**config.mk**
```make
export PLATFORM = sky130hd
export DESIGN_NAME = tube_driver
export DESIGN_NICKNAME = d
export VERILOG_FILES = /design/src/rtl/tube_driver.sv
export SDC_FILE = /design/constraint.sdc
export NUM_CORES = 1
export LEC_CHECK = 0
export CORE_MARGIN = 3
export CORE_UTILIZATION = 52
export CTS_CLUSTER_SIZE = 10
export DETAILED_ROUTE_END_ITERATION = 16
export GPL_TIMING_DRIVEN = 0
export PLACE_DENSITY = 0.81
export RECOVER_POWER = 100
export SLEW_MARGIN = 20
export SYNTH_ARGS = -nofsm -noshare
export SYNTH_HDL_FRONTEND = slang
export SYNTH_SLANG_ARGS = --single-unit
```
**constraint.sdc**
```tcl
create_clock -name clock -period 3.2 [get_ports clock]
set_input_delay 0.64 -clock clock [delete_from_list [all_inputs] [get_ports clock]]
set_output_delay 0.64 -clock clock [all_outputs]
set_load 0.01 [all_outputs]
```
**src/rtl/tube_driver.sv**
```systemverilog
// tube_driver: eight-digit seven-segment scanner for the memory-mapped tube register.
// Stores land in a pending register and move to the displayed value only at a
// frame boundary, so a digit never changes partway through a scan.
module tube_driver #(
    parameter int SCAN_DIV = 50000,  // cycles each digit stays lit (>= 2)
    parameter bit BLANK_LZ = 1'b1    // 1: blank leading zero digits
) (
    input  logic        clock,
    input  logic        reset,
    input  logic        TubeCtrl,
    input  logic [31:0] write_data,
    output logic [7:0]  seg_en,
    output logic [7:0]  seg_out
);

    localparam int              CNT_W   = $clog2(SCAN_DIV);
    localparam logic [CNT_W-1:0] CNT_MAX = CNT_W'(SCAN_DIV - 1);

    logic [CNT_W-1:0] r_scan_cnt;
    logic [2:0]       r_idx;
    logic [31:0]      r_disp;
    logic [31:0]      r_pend;
    logic             r_pend_flag;

    logic             w_tick;
    logic             w_wrap;
    logic [4:0]       w_shift;
    logic [3:0]       w_nib;
    logic [31:0]      w_upper;
    logic             w_blank;
    logic [7:0]       w_code;

    // Segment pattern {a,b,c,d,e,f,g,dp} for one hex nibble.
    function automatic logic [7:0] seg_lut(input logic [3:0] nib);
        case (nib)
            4'h0:    seg_lut = 8'hFC;
            4'h1:    seg_lut = 8'h60;
            4'h2:    seg_lut = 8'hDA;
            4'h3:    seg_lut = 8'hF2;
            4'h4:    seg_lut = 8'h66;
            4'h5:    seg_lut = 8'hB6;
            4'h6:    seg_lut = 8'hBE;
            4'h7:    seg_lut = 8'hE0;
            4'h8:    seg_lut = 8'hFE;
            4'h9:    seg_lut = 8'hF6;
            4'hA:    seg_lut = 8'hEE;
            4'hB:    seg_lut = 8'h3E;
            4'hC:    seg_lut = 8'h9C;
            4'hD:    seg_lut = 8'h7A;
            4'hE:    seg_lut = 8'h9E;
            default: seg_lut = 8'h8E;
        endcase
    endfunction

    assign w_tick = (r_scan_cnt == CNT_MAX);
    assign w_wrap = w_tick && (r_idx == 3'd7);

    // Per-digit dwell counter and digit index; the index advances on every tick.
    always_ff @(posedge clock or posedge reset) begin
        if (reset) begin
            r_scan_cnt <= '0;
            r_idx      <= 3'd0;
        end else if (w_tick) begin
            // NOTE: state registers use non-blocking assignment so every flop
            // samples pre-edge values, regardless of statement order.
            r_scan_cnt <= '0;
            r_idx      <= r_idx + 3'd1;
        end else begin
            r_scan_cnt <= r_scan_cnt + 1'b1;
        end
    end

    // Store capture: pending until the frame boundary, or straight through on it.
    always_ff @(posedge clock or posedge reset) begin
        if (reset) begin
            r_disp      <= '0;
            r_pend      <= '0;
            r_pend_flag <= 1'b0;
        end else if (TubeCtrl) begin
            if (w_wrap) begin
                r_disp      <= write_data;
                r_pend_flag <= 1'b0;
            end else begin
                r_pend      <= write_data;
                r_pend_flag <= 1'b1;
            end
        end else if (w_wrap && r_pend_flag) begin
            r_disp      <= r_pend;
            r_pend_flag <= 1'b0;
        end
    end

    // Segment code for the digit being scanned, with optional leading-zero blanking.
    always_comb begin
        // NOTE: every combinational output gets a value on every path, so no latch forms.
        w_shift = {r_idx, 2'b00};
        w_nib   = r_disp[w_shift +: 4];
        w_upper = r_disp >> w_shift;
        w_blank = BLANK_LZ && (r_idx != 3'd0) && (w_upper == 32'd0);
        w_code  = w_blank ? 8'h00 : seg_lut(w_nib);
    end

    // Registered outputs, one cycle behind the scan state.
    always_ff @(posedge clock or posedge reset) begin
        if (reset) begin
            seg_en  <= 8'h00;
            seg_out <= 8'h00;
        end else begin
            seg_en  <= 8'h01 << r_idx;
            seg_out <= w_code;
        end
    end

endmodule

```
# After elaboration in Yosys (flattened, before gate mapping)
# Memory sizes are Yosys's and may differ from the RTL's.
# Cells that the tools add are included.
# classes
n_bitwise	1
n_eq_ne	3
n_mux	8
shifts	3
reduce_logical	8
addsub	2
# ops
operator	count
$mux 32	3
$logic_not 32->1	1
$shiftx 32x6->4	1
$shr 32x5->32	1
$add 16x1->16 const B	1
$eq 16x16->1 const B	1
$mux 16	1
$mux 8	1
$shl 1x3->8 const A	1
$reduce_and 2->1	2
$add 3x1->3 const B	1
$eq 3x3->1 const B	1
$logic_and 1x1->1	3
$mux 1	3
$reduce_bool 3->1	1
$ne 2x1->1 const B	1
$reduce_bool 2->1	1
$not 1->1	1
# totals
out_inout_bits	16
input_bits	35
mem_bits_ro	112
n_memories	1
reg_bits	100
wordCells	33
# memory_table
memory	words	width	rd	rd_ports_with_merged_regs	wr	line_no	text
(no name shown)	16	7	1	0	0	35	case (nib)

# Logic depth before layout (Yosys ltp)
# depth
ltp_word	5
ltp_mapped	9

# Worst setup path after synthesis
# No wires, ideal clock.
# synth_timing
path_type	register to register
from	reg r_idx[0]
to	reg seg_out[3]
period_less_slack_ps	3013
required_time_ps	3047
setup_ps	153
setup_slack_ps	187
n_path_buf	2
arrival_time_ps	2860
path_stages_with_launch	9
path_cell_list	dfrtp_1 > buf_4 > buf_6 > mux4_2 > mux2i_1 > ha_1 > or3b_2 > a2111oi_4 > a221oi_1
# synth_between
elab_chain_len	4
word_cells_on_any_way	7
# synth_lines
item	line_no	text
start, declared	20	logic [2:0] r_idx;
start signal, assigned	67	r_idx <= r_idx + 3'd1;
branches (longest 3 deep; another with $mem_v2 16x7)	n/a	
$mux 8 (*)	100	w_code = w_blank ? 8'h00 : seg_lut(w_nib);
net w_code[3]	31	logic [7:0] w_code;
end signal, assigned	110	seg_out <= w_code;
end, declared	13	output logic [7:0] seg_out
# Mark *: on every way through the listed nets, which the timed path passes.
# A chain may end at the register's enable or synchronous reset.

# Final worst setup path
# layout_timing
from	reg r_idx[0]
to	reg seg_out[1]
# The elaborated chain is that of the path after synthesis.

==> impl_metrics.yaml <==
floorplanning:
  rows: 35
  io_pins: 51
  core_sq_mm: 0.00937
  die_area_sq_mm: 0.0110
  die_x_um: 105
  die-height_um: 105
  start_util_pct: 54.3
sta:
  worst_pin_slew_ns: 1.51
  setup_viol: 0
  hold_viol_final: 0
  fin_tns_setup_ns: 0
  maxSlewHeadroom_pct: -0.683
  finClkSkew_ns: 0.0134
  hold_slack_ns: 0.499
  fmax_ghz: 0.330
  min_period_over_period_pct: 94.6
  period_minus_slack_ns: 3.03
  maxSlewViolCount: 35
  rsz0062_at_grt: "false"
worst_setup_path:
  critPathMaxFanout: 10
  worstPathRequired_ns: 3.43
  critical-path-top-delay-family: "multiplexers"
  cp_slowest_cell: "mux4_2"
  crit_chain: "buf_4, buf_6, mux4_2, mux2i_4, ha_1, or3b_2, a2111oi_4, buf_4, a222oi_1"
  slowest_delay_ns: 0.56
  startpoint_type: "flip-flop"
  cp_common_cell: "buf_4"
  path_class: "reg2reg"
  worstPathArrival_ns: 3.25
  critPathCaptureType: "flip-flop"
  path_buf_inv: 3
clocking:
  clkLatencyLatePin_ns: 0.38
  clk_pin_slew_ns: 0.08
  cts_tree: "done"
  clock_path_buffers: 2
  ctsHtreeMaxLevel: 3
  clock-sinks: 99
  clockRootBuffer: "clkbuf_8"
  cts_buffers: 9
  cts_hold_buf: 0
global_route:
  grt_max_degree: 35
  grt_pass1_wl_um: 16900
  track_usage_pct: 19.5
  grt-busiest-layer: "met2"
  use_met2_pct: 30.7
  grt_pass1_vias: 3263
  overflow: 0
  antenna_found_initial: 0
  met1_usage_pct: 26.4
  grtUsageMet3_pct: 5.62
logic_synthesis:
  synth_top_area_share_pct: 48.7
  yosys_warnings: 0
  synthArstFlopShare_pct: 100
  syn_area_sq_mm: 0.00509
  ys_ff_latch: 99
  synth_cells: 376
  ys.flop_type: "dfrtp_1"
  synth_top_area_cell: "dfrtp_1"
  syn-num-nets: 424
  synth_area_per_cell_sq_um: 13.5
  ys_types: 50
  synth_area_leaders: "dfrtp_1 (49%), mux2_2 (15%), mux2_4 (8.9%), mux4_2 (4.0%), ha_1 (3.2%)"
  synth_edf_count: 0
  seq_area_frac_synth_pct: 48.7
routing:
  drc: 0
  vias: 3243
  vias_per_cell: 5.68
  routed_wl_um: 10000
  drt-pass1-iter-count: 5
  drtIter0Drc: 274
  antenna_left: 0
  routedWlPerCell_um: 17.5
layout:
  layout.area.seq_sq_mm: 0.00248
  layout_commonest_cell: "dfrtp_1"
  diodes: 0
  layout-drive-gt1-share_pct: 25.8
  fillers: 779
  multiInputGateArea_sq_mm: 0.00235
  areaGrowthSynthToFinish_pct: 14.5
  layout_common_cells: "dfrtp_1 (98), mux2_2 (67), clkdlybuf4s50_1 (32), mux2_1 (25), nor2_1 (21)"
  layout.nets: 486
  stdcell_count: 571
place:
  place.gp.congestion: 0.878
  dp_hpwl_um: 7410
  io_buffers: 48
  dp.cells: 556
min_path:
  hp-class: "reg2reg"
pwr:
  ir_drop_mv: 0.302
  power_density_mw_per_mm2: 389
  p_leak_nw: 2.61
  p_total_mw: 2.27
job:
  cap_violations: 1
status:
  violations: "max-capacitance violations, max-slew violations"
  outcome: "complete, but fails checks"
==> kinds of logic (layout without fill, tap and decap cells) <==
logic type	after synthesis	in the layout	share of synthesized area (%)
flops	99	99	48.7
buf+inv	29	95	3.20
mux	115	115	29.5
compound gates	26	26	4.23
other cells	1	1	0.0737
xor+xnor	15	15	2.58
simple gates	78	78	8.49
fa+ha+maj	13	13	3.20
==> worst paths after layout <==
path	startpoint	end	slack (ns)	cells past startpoint
setup / recovery	r_idx[0]	seg_out[1]	0.17	9
min in group asynchronous	reset	r_pend[30]	0.73	2
setup reg to reg	r_idx[0]	seg_out[1]	0.17	9
hold reg to reg	r_scan_cnt[7]	r_scan_cnt[7]	0.50	1
max in group asynchronous	reset	r_idx[0]	0.55	3
hold / removal	r_scan_cnt[7]	r_scan_cnt[7]	0.50	1
==> registers in the layout, indices dropped and copies added, names as in the netlist <==
register	cells
seg_out	7
r_idx	3
r_scan_cnt	16
r_disp	32
seg_en	8
r_pend_flag	1
r_pend	32
==> stage by stage <==
stage	cell area, sq um	worst slack (ns)	utilization [%]
3_3_place_gp	5730	-0.194	61.2
3_5_place_dp	5800	-0.350	61.9
4_1_cts	6000	0.0785	64.0
5_1_grt	5820	0.0156	62.1
6_report	5820	0.172	62.1
2_1_floorplan	5090	0.187	-
==> synth_stat cells, types with 2 or more instances <==
library cell	number
a2111oi_0	2
a21oi_1	4
a221oi_1	2
a222oi_1	2
and2_1	3
and3_1	4
buf_4	6
buf_6	4
clkbuf_1	7
dfrtp_1	99
ha_1	13
inv_1	9
inv_2	2
mux2_2	67
mux2_4	30
mux2i_1	8
mux4_2	9
nand2_1	9
nand2b_1	3
nand3_1	5
nand4_1	3
nor2_1	21
nor2b_1	4
nor3_1	8
nor3b_1	2
nor4_1	8
o21ai_0	3
o22ai_1	3
or3_1	2
xnor2_1	9
xor2_1	6
==> per-layer routing <==
metal  wire length [um]  part of all wire (%)  vias to the layer above
met1               4350                    43                     1641
met4                128                   1.3                        0
li1                   -                     -                     1480
met3                542                   5.4                       13
met2               4980                    50                      109
met5                  0                     0                        -
==> area by class of cell <==
class                           instances  share of cell area [%]
Tap cell                              129                    2.77
Buffer                                 17                    1.53
Timing Repair Buffer                   52                    8.87
Inverter                               11                   0.731
Clock buffer                           10                    2.19
Multi-Input combinational cell        248                    40.4
Sequential cell                        99                    42.6
Clock inverter                          5                   0.945
==> report_power, final <==
group          internal [mW]  switching (mW)  total [mW]  leakage [nW]
Clock                  0.354           0.416       0.770        0.0881
Combinational          0.112          0.0756       0.188          1.27
Sequential              1.29          0.0189        1.31          1.25
==> what timing repair did <==
action,CTS,global route
buffers inserted,1,0
setup endpoints to repair,7,7
gates resized for setup,3,1
pin swaps,1,0
Power figures use the tool's default switching activity.
